## config.mk

```make
export PLATFORM = sky130hd
export DESIGN_NAME = iob_2p_assim_fifo_r_big
export DESIGN_NICKNAME = d
export VERILOG_FILES = /design/src/rtl/iob_2p_assim_fifo_r_big.sv
export SDC_FILE = /design/constraint.sdc
export NUM_CORES = 1
export LEC_CHECK = 0
export CAP_MARGIN = 10
export CORE_ASPECT_RATIO = 1.75
export CORE_UTILIZATION = 55
export DETAILED_ROUTE_END_ITERATION = 6
export GPL_TIMING_DRIVEN = 0
export PLACE_DENSITY = 0.75
export SYNTH_ARGS = -nofsm -noshare
export SYNTH_HDL_FRONTEND = slang
export SYNTH_SLANG_ARGS = --single-unit
```

## constraint.sdc

```tcl
create_clock -name clk -period 2.84 [get_ports clk]
set_input_delay 0.426 -clock clk [delete_from_list [all_inputs] [get_ports clk]]
set_output_delay 0.426 -clock clk [all_outputs]
set_load 0.01 [all_outputs]
```

## src/rtl/iob_2p_assim_fifo_r_big.sv

```systemverilog
// Synchronous FIFO with a narrow write port and a wide read port.
// Narrow words are packed least-significant first into each wide read word.
module iob_2p_assim_fifo_r_big #(
  parameter int W_DATA_W = 8,
  parameter int R_DATA_W = 32,
  parameter int ADDR_W   = 6
) (
  input  logic                clk,
  input  logic                rst,
  input  logic                w_en,
  input  logic [W_DATA_W-1:0] data_in,
  output logic                full,
  output logic                w_err,
  input  logic                r_en,
  output logic [R_DATA_W-1:0] data_out,
  output logic                empty,
  output logic                r_err,
  output logic [ADDR_W:0]     level
);

  localparam int RATIO    = R_DATA_W / W_DATA_W;
  localparam int R_LOG    = $clog2(RATIO);
  localparam int R_ADDR_W = ADDR_W - R_LOG;
  localparam int DEPTH    = 2 ** ADDR_W;

  localparam logic [ADDR_W:0]   DEPTH_L = (ADDR_W + 1)'(DEPTH);
  localparam logic [ADDR_W:0]   RATIO_L = (ADDR_W + 1)'(RATIO);
  localparam logic [ADDR_W:0]   ONE_L   = (ADDR_W + 1)'(1);
  localparam logic [ADDR_W-1:0] W_INC_L = ADDR_W'(1);
  localparam logic [R_ADDR_W-1:0] R_INC_L = R_ADDR_W'(1);

  logic [W_DATA_W-1:0] mem_r [DEPTH];
  logic [ADDR_W-1:0]   w_ptr_r;
  logic [R_ADDR_W-1:0] r_ptr_r;
  logic [ADDR_W:0]     level_r;
  logic [ADDR_W:0]     level_nxt_s;
  logic                full_r;
  logic                empty_r;
  logic                w_err_r;
  logic                r_err_r;
  logic [R_DATA_W-1:0] data_out_r;
  logic                w_acc_s;
  logic                r_acc_s;

  // Acceptance uses only the flags registered before this edge.
  assign w_acc_s = w_en && !full_r;
  assign r_acc_s = r_en && !empty_r;

  // Next occupancy from accepted write/read combination.
  always_comb begin
    level_nxt_s = level_r;
    case ({w_acc_s, r_acc_s})
      2'b10:   level_nxt_s = level_r + ONE_L;
      2'b01:   level_nxt_s = level_r - RATIO_L;
      2'b11:   level_nxt_s = level_r + ONE_L - RATIO_L;
      default: level_nxt_s = level_r;
    endcase
  end

  // Narrow-word storage; intentionally not reset.
  always_ff @(posedge clk) begin
    if (w_acc_s) begin
      mem_r[w_ptr_r] <= data_in;
    end
  end

  // Pointers, occupancy, flags, error pulses and wide read data.
  always_ff @(posedge clk or posedge rst) begin
    if (rst) begin
      w_ptr_r    <= '0;
      r_ptr_r    <= '0;
      level_r    <= '0;
      full_r     <= 1'b0;
      empty_r    <= 1'b1;
      w_err_r    <= 1'b0;
      r_err_r    <= 1'b0;
      data_out_r <= '0;
    end else begin
      level_r <= level_nxt_s;
      full_r  <= (level_nxt_s == DEPTH_L);
      empty_r <= (level_nxt_s < RATIO_L);
      w_err_r <= w_en && full_r;
      r_err_r <= r_en && empty_r;
      if (w_acc_s) begin
        w_ptr_r <= w_ptr_r + W_INC_L;
      end
      if (r_acc_s) begin
        r_ptr_r <= r_ptr_r + R_INC_L;
        // Storage reads see only words committed on earlier edges.
        for (int i = 0; i < RATIO; i++) begin
          data_out_r[i*W_DATA_W +: W_DATA_W] <= mem_r[{r_ptr_r, R_LOG'(i)}];
        end
      end
    end
  end

  assign full     = full_r;
  assign empty    = empty_r;
  assign w_err    = w_err_r;
  assign r_err    = r_err_r;
  assign level    = level_r;
  assign data_out = data_out_r;

endmodule

```

==> results of run 1 <==
## final timing paths
kind | end | cells past startpoint | startpoint
max | data_out[2] | 6 | r_ptr_r[1]
min | data_out[22] | 2 | rst
max reg2reg | data_out[2] | 6 | r_ptr_r[1]
min reg2reg | data_out[5] | 1 | data_out[5]
max in group asynchronous | r_ptr_r[0] | 3 | rst
min in group clk | mem_r[33][7] | 1 | data_in[7]
## stage by stage
step / power (mW) / setup WS, ns
floorplan: 15.0 / 0.0255
global placement: 17.6 / -1.33
detailed placement: 17.8 / -1.06
CTS: 24.4 / 0.0680
global route: 25.1 / -0.00447
finish: 24.3 / 0.0948
## cell type report
class / instances / area (um2) / share of cell area
Sequential cell: 565 / 16700 / 0.669
Clock inverter: 26 / 245 / 0.00983
Tap cell: 490 / 613 / 0.0246
Multi-Input combinational cell: 446 / 4950 / 0.198
Buffer: 71 / 373 / 0.0149
Timing Repair Buffer: 68 / 714 / 0.0286
Clock buffer: 64 / 1340 / 0.0538
Inverter: 4 / 15.0 / 0.000602
## synth_stat cells, types with 13 or more instances
| cell type | n |
|---|---|
| o22ai_1 | 13 |
| xnor2_1 | 14 |
| nor3_1 | 23 |
| nor2_1 | 81 |
| mux2i_1 | 46 |
| a22oi_1 | 26 |
| nand2_1 | 14 |
| a31oi_1 | 14 |
| mux2_2 | 21 |
| a221o_1 | 19 |
| dfrtp_1 | 52 |
| mux4_2 | 106 |
| clkbuf_1 | 45 |
| edfxtp_1 | 512 |
## sequential cells by signal (all words and copies together), names as in the netlist
signal and flops:
r_err 1, full 1, w_err 1, level 7
empty 1, mem_r 512, data_out 32, w_ptr_r 6
r_ptr_r 4
## power by group through the flow
stage	clock network, mW	logic, mW	registers (mW)
5_1_grt	7.02	7.91	10.2
2_1_floorplan	0	4.69	10.3
6_report	6.67	7.52	10.1
4_1_cts	6.70	7.55	10.1
3_3_place_gp	0	7.34	10.3
3_5_place_dp	0	7.50	10.3
## cells in the final DEF (no fill, tap or decap), types with 5 or more instances in the layout
cell type / instances
mux2_2: 21
buf_2: 18
clkinv_2: 10
clkdlybuf4s50_1: 45
a22oi_1: 26
clkbuf_8: 8
buf_12: 9
mux2i_1: 46
clkinv_1: 5
edfxtp_1: 512
xnor2_1: 14
nor2_1: 81
nand3_1: 5
dfrtp_1: 51
buf_6: 7
nand3b_1: 6
mux4_2: 106
a221o_1: 19
clkbuf_1: 51
nor3_1: 22
a31oi_1: 14
mux4_1: 9
o22ai_1: 13
buf_4: 10
buf_1: 5
clkbuf_16: 49
nand2_1: 14
or2_2: 7
## worst max-delay path, cell delays in order (launching register included)
cell	delay (ns)
dfrtp_1	0.36
buf_2	0.32
clkbuf_1	0.65
mux4_2	0.42
mux2i_1	0.42
nor3_1	0.15
a221o_1	0.29
## repair_timing
action / in CTS / in global routing
gates resized for setup: 10 / 3
buffers inserted: 2 / 0
pin swaps: 1 / 2
setup endpoints to repair: 55 / 2
## cell families after synthesis
family          after synthesis
simple gates                161
xor+xnor                     18
buf+inv                      76
fa+ha+maj                     4
compound gates               81
flops                       565
mux                         182
## routing by layer
metal,GRT usage,vias up,share of wire
met1,0.292,5773,0.34
met3,0.0300,119,0.061
li1,-,4677,-
met5,0,-,0
met2,0.475,465,0.56
met4,0.118,0,0.043
==> run summary, run 1 <==
outcome: finished, final reports clean
Layout Cells excl Fill: 1734
Max Cap Viol: 0
CTS clk-pin slew, worst paths: 0.07 ns
Worst Hold Class: input port to async pin
leakage: 8.08 nW
vias: 11034
vias in the first global route: 11609
TritonCTS clock tree: yes
Remaining DRCs: 0
chip height: 266 um
Avg WL per Cell: 28.9 um
CTS buffer count: 48
row cnt: 96
VDD IR max: 0.558 mV
P_int: 16.8 mW
n_diodes: 0
Logic pwr share: 0.309
final core utilization: 0.635
Placer Congestion: 0.851
Area Growth Syn to Fin: 13.5%
Syn Inst Count: 1087
antenna violations before repair: 0
Initial Utilization: 0.560
clock sink count: 565
Crit Path Max Fanout: 10
pwr/cell area: 974 nW/um2
clock buffer depth: 3
share of layout cells above drive strength 1: 0.216
simple-gate area share of the yosys netlist: 0.0343
Sw Pwr: 7.50 mW
post-synthesis mux area share: 0.151
clock power share: 0.274
Slew Limit Fails: 0
Setup CP Type: register to register
Buffers on Ports: 54
Nets: 1220
cts hold-fix bufs: 0
first-pass GRT wire length: 74.3 mm
first-pass iteration count of the detailed router: 5
Synth Flop Type: edfxtp_1
worst-skew pair later-pin latency: 0.58 ns
biggest area consumer among synthesized cells: edfxtp_1
Fill cells: 2622
number of flops mapped to enable cells by yosys: 512
Synth Area in Adders: 0.00228
syn_nets: 1103
sequential share of power: 0.416
Initial DRC Count: 1007
CTS root buf: clkbuf_16
Cell Area, Placed: 23300 um2
Synth top area share: 0.699
total congestion overflow: 0
fin area: 25000 um2
syn avg cell area: 20.2 um2
Detail Placement HPWL: 34.2 mm
total die area: 40800 um2
I/O pin cnt: 55
endpoints failing setup: 0
htree depth: 2
fraction of registers with async set/reset: 0.0938
Yosys cell types: 42
yosys warns: 0
core region area: 39300 um2
CP Launch Type: register
Placed Cells: 1643
largest family of logic cells by synthesized area: multiplexers
Via density: 6.36
Tcrit/Tclk final: 0.967
Sw Share: 0.309
post-synthesis compound-gate area fraction: 0.0280
hold_ws: 0.233 ns
Arrival @ worst endpoint: 3.19 ns
CP required: 3.28 ns
setup slack, reg-to-reg: 0.09 ns
largest cells by area after synthesis: edfxtp_1 70%, mux4_2 11%, dfrtp_1 5.9%
XOR/XNOR Fraction of Synth Area: 0.00780
Setup Total Neg Slack: 0 ns
Worst-Margin Slew: 1.02 ns
WL final: 50.1 mm
maximum number of pins on one net before global-route repair: 49
Worst Skew: 0.0266 ns
Seq/Total Area, Yosys: 0.760
relative slew slack: 0.321
Die W: 153 um
Global Route Usage Sum: 0.255
final worst path period need: 2.75 ns
Seq cells post-synth: 565
CP Capture Type: register
Cell Area, Synth: 22000 um2
final hold violations: 0
f_max: 0.364 GHz
number of routed nets with antenna violations: 0
Power figures use the tool's default switching activity.
==> run 2, diff against run 1 <==
--- a/config.mk
+++ b/config.mk
@@ -11,6 +11,7 @@
 export DETAILED_ROUTE_END_ITERATION = 6
 export GPL_TIMING_DRIVEN = 0
 export PLACE_DENSITY = 0.75
+export SLEW_MARGIN = 20
 export SYNTH_ARGS = -nofsm -noshare
 export SYNTH_HDL_FRONTEND = slang
 export SYNTH_SLANG_ARGS = --single-unit
==> run 2 against run 1 <==
Net effect:
- the flow now finishes with violations (DRC)
- die area stayed put
- clock skew is 0.0086 ns lower
- utilization is 0.50 points lower
- critical endpoint unchanged
- worst hold slack worse by 0.047 ns
- routed wire length is 1.6% lower
- critical path type unchanged
- sequential power hardly changed
- via count is 0.44% lower
- worst setup slack better by 0.00053 ns
- register-to-register slack hardly changed
==> run summary, run 2 (synthesized netlist as in run 1, its figures left out) <==
outcome: complete, but fails checks
failing checks: DRC
Arrival @ worst endpoint: 3.19 ns
first-pass iteration count of the detailed router: 7
Buffers & Inverters on Critical Path: 2
I/O pin cnt: 55
share of layout cells above drive strength 1: 0.209
htree depth: 2
Layout Cells excl Fill: 1729
VDD IR max: 0.553 mV
RSZ-0062 raised after global routing: no
Initial DRC Count: 1138
CP Launch Type: register
max reg flops: 512
Via density: 6.35
setup ws final: 0.0953 ns
Max stage delay on crit path: 0.65 ns
Logic pwr share: 0.318
CTS clk-pin slew, worst paths: 0.07 ns
vias: 10986
Remaining DRCs: 1
maximum number of pins on one net before global-route repair: 65
CP cell instances: buf_2, clkbuf_1, mux4_2, mux2i_1, nor3_1, a221o_1
final hold violations: 0
Slew Limit Fails: 0
clock power share: 0.253
Worst Skew: 0.0180 ns
pwr/cell area: 954 nW/um2
overall power: 23.6 mW
final worst path period need: 2.74 ns
row cnt: 96
CTS buffer count: 47
Sw Pwr: 7.34 mW
CTS root buf: clkbuf_16
Fill cells: 2625
chip height: 266 um
worst-skew pair later-pin latency: 0.57 ns
number of routed nets with antenna violations: 0
CP max-delay cell: clkbuf_1
Area Growth Syn to Fin: 12.6%
Worst-Margin Slew: 0.982 ns
P_int: 16.3 mW
Detail Placement HPWL: 34.1 mm
clock sink count: 565
total die area: 40800 um2
DP Worst Slack: -1.12 ns
Top delay family on crit path: buffers and inverters
n_diodes: 0
Die W: 153 um
CP required: 3.28 ns
Max Cap Viol: 0
Sw Share: 0.311
Crit Path Max Fanout: 10
antenna violations before repair: 0
TritonCTS clock tree: yes
Worst Hold Class: input port to async pin
final core utilization: 0.630
register name with the most flops: mem_r
Avg WL per Cell: 28.5 um
Nets: 1218
Multi-input gate area: 4950 um2
commonest non-fill, non-tap cell in the layout: edfxtp_1
reg2reg start: r_ptr_r[1]
f_max: 0.364 GHz
commonest non-fill, non-tap cells in the layout: 512 x edfxtp_1, 106 x mux4_2, 81 x nor2_1
Placed Cells: 1641
Initial Utilization: 0.560
vias in the first global route: 11453
Setup Total Neg Slack: 0 ns
relative slew slack: 0.343
Global Route Usage Sum: 0.251
setup slack, reg-to-reg: 0.1 ns
WL final: 49.3 mm
core region area: 39300 um2
CP Capture Type: register
worst reg2reg endpoint: data_out[2]
Setup CP Type: register to register
Tcrit/Tclk final: 0.966
first-pass GRT wire length: 72.8 mm
sequential share of power: 0.428
Buffers on Ports: 54
worst reg2reg path depth: 6
Placer Congestion: 0.851
total congestion overflow: 0
endpoints failing setup: 0
leakage: 7.99 nW
clock buffer depth: 3
register area: 16700 um2
-- run 2: cell count changes in the layout (fill, tap and decap cells not counted), moves of 2 or more --
cell / change
clkinv_2: +3
clkbuf_8: -6
clkbuf_1: +5
clkinvlp_4: -3
clkinv_1: +2
buf_4: +2
bufinv_16: -4
-- run 2: power groups by stage --
stage / clock network (mW) / registers, mW / logic (mW)
2_1_floorplan: 0 / 10.3 / 4.69
3_3_place_gp: 0 / 10.3 / 7.34
3_5_place_dp: 0 / 10.3 / 7.52
4_1_cts: 6.06 / 10.1 / 7.55
5_1_grt: 6.37 / 10.2 / 7.91
6_report: 5.99 / 10.1 / 7.52
-- run 2: through the flow --
stage               hold WS (ns)  area [um2]
floorplan                  0.525       22000
global placement           0.498       23100
detailed placement         0.503       23300
CTS                        0.179       24700
global route               0.218       24800
finish                     0.186       24800
-- run 2: repair_timing --
item                                   4_1_cts  5_1_grt
pin swaps                                    1        2
gates cloned                                 0        0
setup endpoints to repair                   49        3
resized for setup                            9        3
buffers inserted                             1        3
hold buffers                                 0        0
endpoints found under the hold margin        0        0
-- run 2: routing by layer --
layer  share of wire  global-route usage  vias up  wire, um
met2            0.55               0.456      489     27000
met1            0.34               0.282     5690     16800
met5               0                   0        -         0
li1                -                   -     4664         -
met3           0.057              0.0344      143      2790
met4           0.056               0.141        0      2770
-- run 2: layout make-up --
| cell class | count | area share |
|---|---|---|
| Clock buffer | 63 | 0.0517 |
| Sequential cell | 565 | 0.675 |
| Buffer | 70 | 0.0149 |
| Inverter | 4 | 0.000708 |
| Multi-Input combinational cell | 446 | 0.200 |
| Timing Repair Buffer | 68 | 0.0285 |
| Clock inverter | 23 | 0.00470 |
| Tap cell | 490 | 0.0248 |
-- run 2: worst max-delay path by stage --
stage,start,to,slack [ns],cells after the start
after global placement,w_en,mem_r[40][4],-1.33,5
after floorplan,empty,empty,0.03,12
after detailed placement,r_en,empty,-1.12,13
after global routing,full,empty,0.004,12
final,r_ptr_r[1],data_out[2],0.1,6
after CTS,full,empty,0.01,12
==> run 3, diff against run 2 <==
--- a/config.mk
+++ b/config.mk
@@ -7,10 +7,10 @@
 export LEC_CHECK = 0
 export CAP_MARGIN = 10
 export CORE_ASPECT_RATIO = 1.75
-export CORE_UTILIZATION = 55
+export CORE_UTILIZATION = 65
 export DETAILED_ROUTE_END_ITERATION = 6
 export GPL_TIMING_DRIVEN = 0
-export PLACE_DENSITY = 0.75
+export PLACE_DENSITY = 0.83
 export SLEW_MARGIN = 20
 export SYNTH_ARGS = -nofsm -noshare
 export SYNTH_HDL_FRONTEND = slang
==> constraint.sdc (replaced) <==
create_clock -name clk -period 3.2 [get_ports clk]
set_input_delay 0.48 -clock clk [delete_from_list [all_inputs] [get_ports clk]]
set_output_delay 0.48 -clock clk [all_outputs]
set_load 0.01 [all_outputs]
==> run 3 against run 2 <==
Net effect:
- the run now ends clean
- count of clock-buffer cells in the layout down 6
- worst setup slack better by 0.062 ns
- via count up 3.3%
- largest cell class unchanged
- routed wire length up 4.8%
- register-to-register slack better by 0.09 ns
==> run summary, run 3 (synthesized netlist as in run 1, its figures left out) <==
first-pass GRT wire length: 75.1 mm
register name with the most flops: mem_r
endpoints failing setup: 0
worst-skew pair later-pin latency: 0.57 ns
f_max: 0.329 GHz
vias in the first global route: 11718
Setup CP Type: input port to register
VDD IR max: 0.646 mV
CP max-delay cell: clkdlybuf4s50_1
Tcrit/Tclk final: 0.951
commonest non-fill, non-tap cell in the layout: edfxtp_1
vias: 11346
CP required: 3.65 ns
busiest grt layer: met2
Worst-Margin Slew: 1.13 ns
CTS buffer count: 46
met1 usage: 0.361
Max stage delay on crit path: 0.53 ns
Via density: 6.74
fin area: 24700 um2
Worst Hold Class: input port to register
total congestion overflow: 0
final worst path period need: 3.04 ns
Initial DRC Count: 1180
CTS root buf: clkbuf_16
Die W: 141 um
Cell Area, Placed: 23200 um2
relative slew slack: 0.250
final hold violations: 0
Area Growth Syn to Fin: 12.5%
RSZ-0062 raised after global routing: no
CP Launch Type: input port
maximum number of pins on one net before global-route repair: 65
max reg flops: 512
Placer Congestion: 0.854
commonest non-fill, non-tap cells in the layout: 512 x edfxtp_1, 106 x mux4_2, 81 x nor2_1
Initial Utilization: 0.663
pwr/cell area: 867 nW/um2
post-CTS setup buffers: 0
final core utilization: 0.746
Remaining DRCs: 0
CP cell instances: clkdlybuf4s50_1, nor2b_1, buf_4, nand4_1, or2_2, xor2_1, ha_1, nand3b_1, mux2_2, o2bb2ai_1, xnor2_1, inv_1, nor4_1
clock buffer depth: 3
Slew Limit Fails: 0
chip height: 245 um
met3 Usage GRT: 0.0432
leakage: 8.00 nW
CP Capture Type: register
total die area: 34600 um2
Global Route Usage Sum: 0.313
WL final: 51.7 mm
Worst Skew: 0.0214 ns
Avg WL per Cell: 30.7 um
overall power: 21.4 mW
htree depth: 2
core region area: 33100 um2
I/O pin cnt: 55
Arrival @ worst endpoint: 3.49 ns
share of layout cells above drive strength 1: 0.206
Buffers on Ports: 54
setup slack, reg-to-reg: 0.19 ns
first-pass iteration count of the detailed router: 5
Nets: 1213
n_diodes: 0
TritonCTS clock tree: yes
Crit Path Max Fanout: 10
CTS clk-pin slew, worst paths: 0.07 ns
antenna violations before repair: 0
outcome: finished, final reports clean
GRT met2 Usage: 0.550
number of routed nets with antenna violations: 0
Max Cap Viol: 0
clock sink count: 565
row cnt: 88
Detail Placement HPWL: 33.6 mm
## run 3: cell types whose count changed in the layout (fill, tap and decap cells not counted), moves of 2 or more
cell       change
clkinv_2       -2
buf_4          -4
clkbuf_16      -2
bufinv_16      +5
clkbuf_1       -5
## run 3: area by class of cell
| type | instances | area (um2) |
|---|---|---|
| fill | 1791 | 8420 |
| tap | 450 | 563 |
| timing repair buffer | 63 | 653 |
| clock inverter | 28 | 273 |
| multi-input combinational | 446 | 4930 |
| inverter | 4 | 17.5 |
| buffer | 71 | 360 |
| clock buffer | 57 | 1220 |
| sequential | 565 | 16700 |
## run 3: critical path: cells and delay by family
| kind | cells | cell delay, ns |
|---|---|---|
| adders and majority gates | 1 | 0.22 |
| buffers and inverters | 3 | 0.82 |
| muxes | 1 | 0.35 |
| and+or+nand+nor | 5 | 1.11 |
| AOI/OAI and AO/OA | 1 | 0.15 |
| xor gates and xnor gates | 2 | 0.35 |
## run 3: final timing paths
check | start | cells past startpoint | to
worst max-delay path | w_en | 13 | empty
worst min-delay path | data_in[7] | 1 | mem_r[50][7]
worst max register to register | empty | 11 | empty
worst min register to register | data_out[1] | 1 | data_out[1]
max in group asynchronous | rst | 2 | level[0]
min in group asynchronous | rst | 2 | data_out[2]
## run 3: layer usage
layer,part of all wire,wire length [um]
met1,0.33,16800
met2,0.53,27500
met3,0.071,3670
met4,0.072,3720
met5,0,0
## run 3: timing repair
item                                    in CTS  in global routing
endpoints found under the setup margin       3                  2
gates resized for setup                      3                  5
hold buffers                                 0                  0
## run 3: through the flow
step / hold WS, ns / instances / worst slack [ns] / TNS, ns
detailed placement: 0.504 / 1600 / -0.858 / -13.41
finish: 0.391 / 1684 / 0.158 / 0
floorplan: 0.552 / 1087 / 0.386 / 0
global placement: 0.496 / 1591 / -0.764 / -22.94
CTS: 0.366 / 1684 / 0.0911 / 0
global route: 0.379 / 1684 / 0.0230 / 0
## run 3: power by group
| part | switching (mW) | leakage [nW] | internal [mW] |
|---|---|---|---|
| registers | 0.347 | 5.24 | 8.63 |
| logic | 3.77 | 2.02 | 2.98 |
| clock network | 2.56 | 0.735 | 3.14 |
| total | 6.68 | 8.00 | 14.8 |
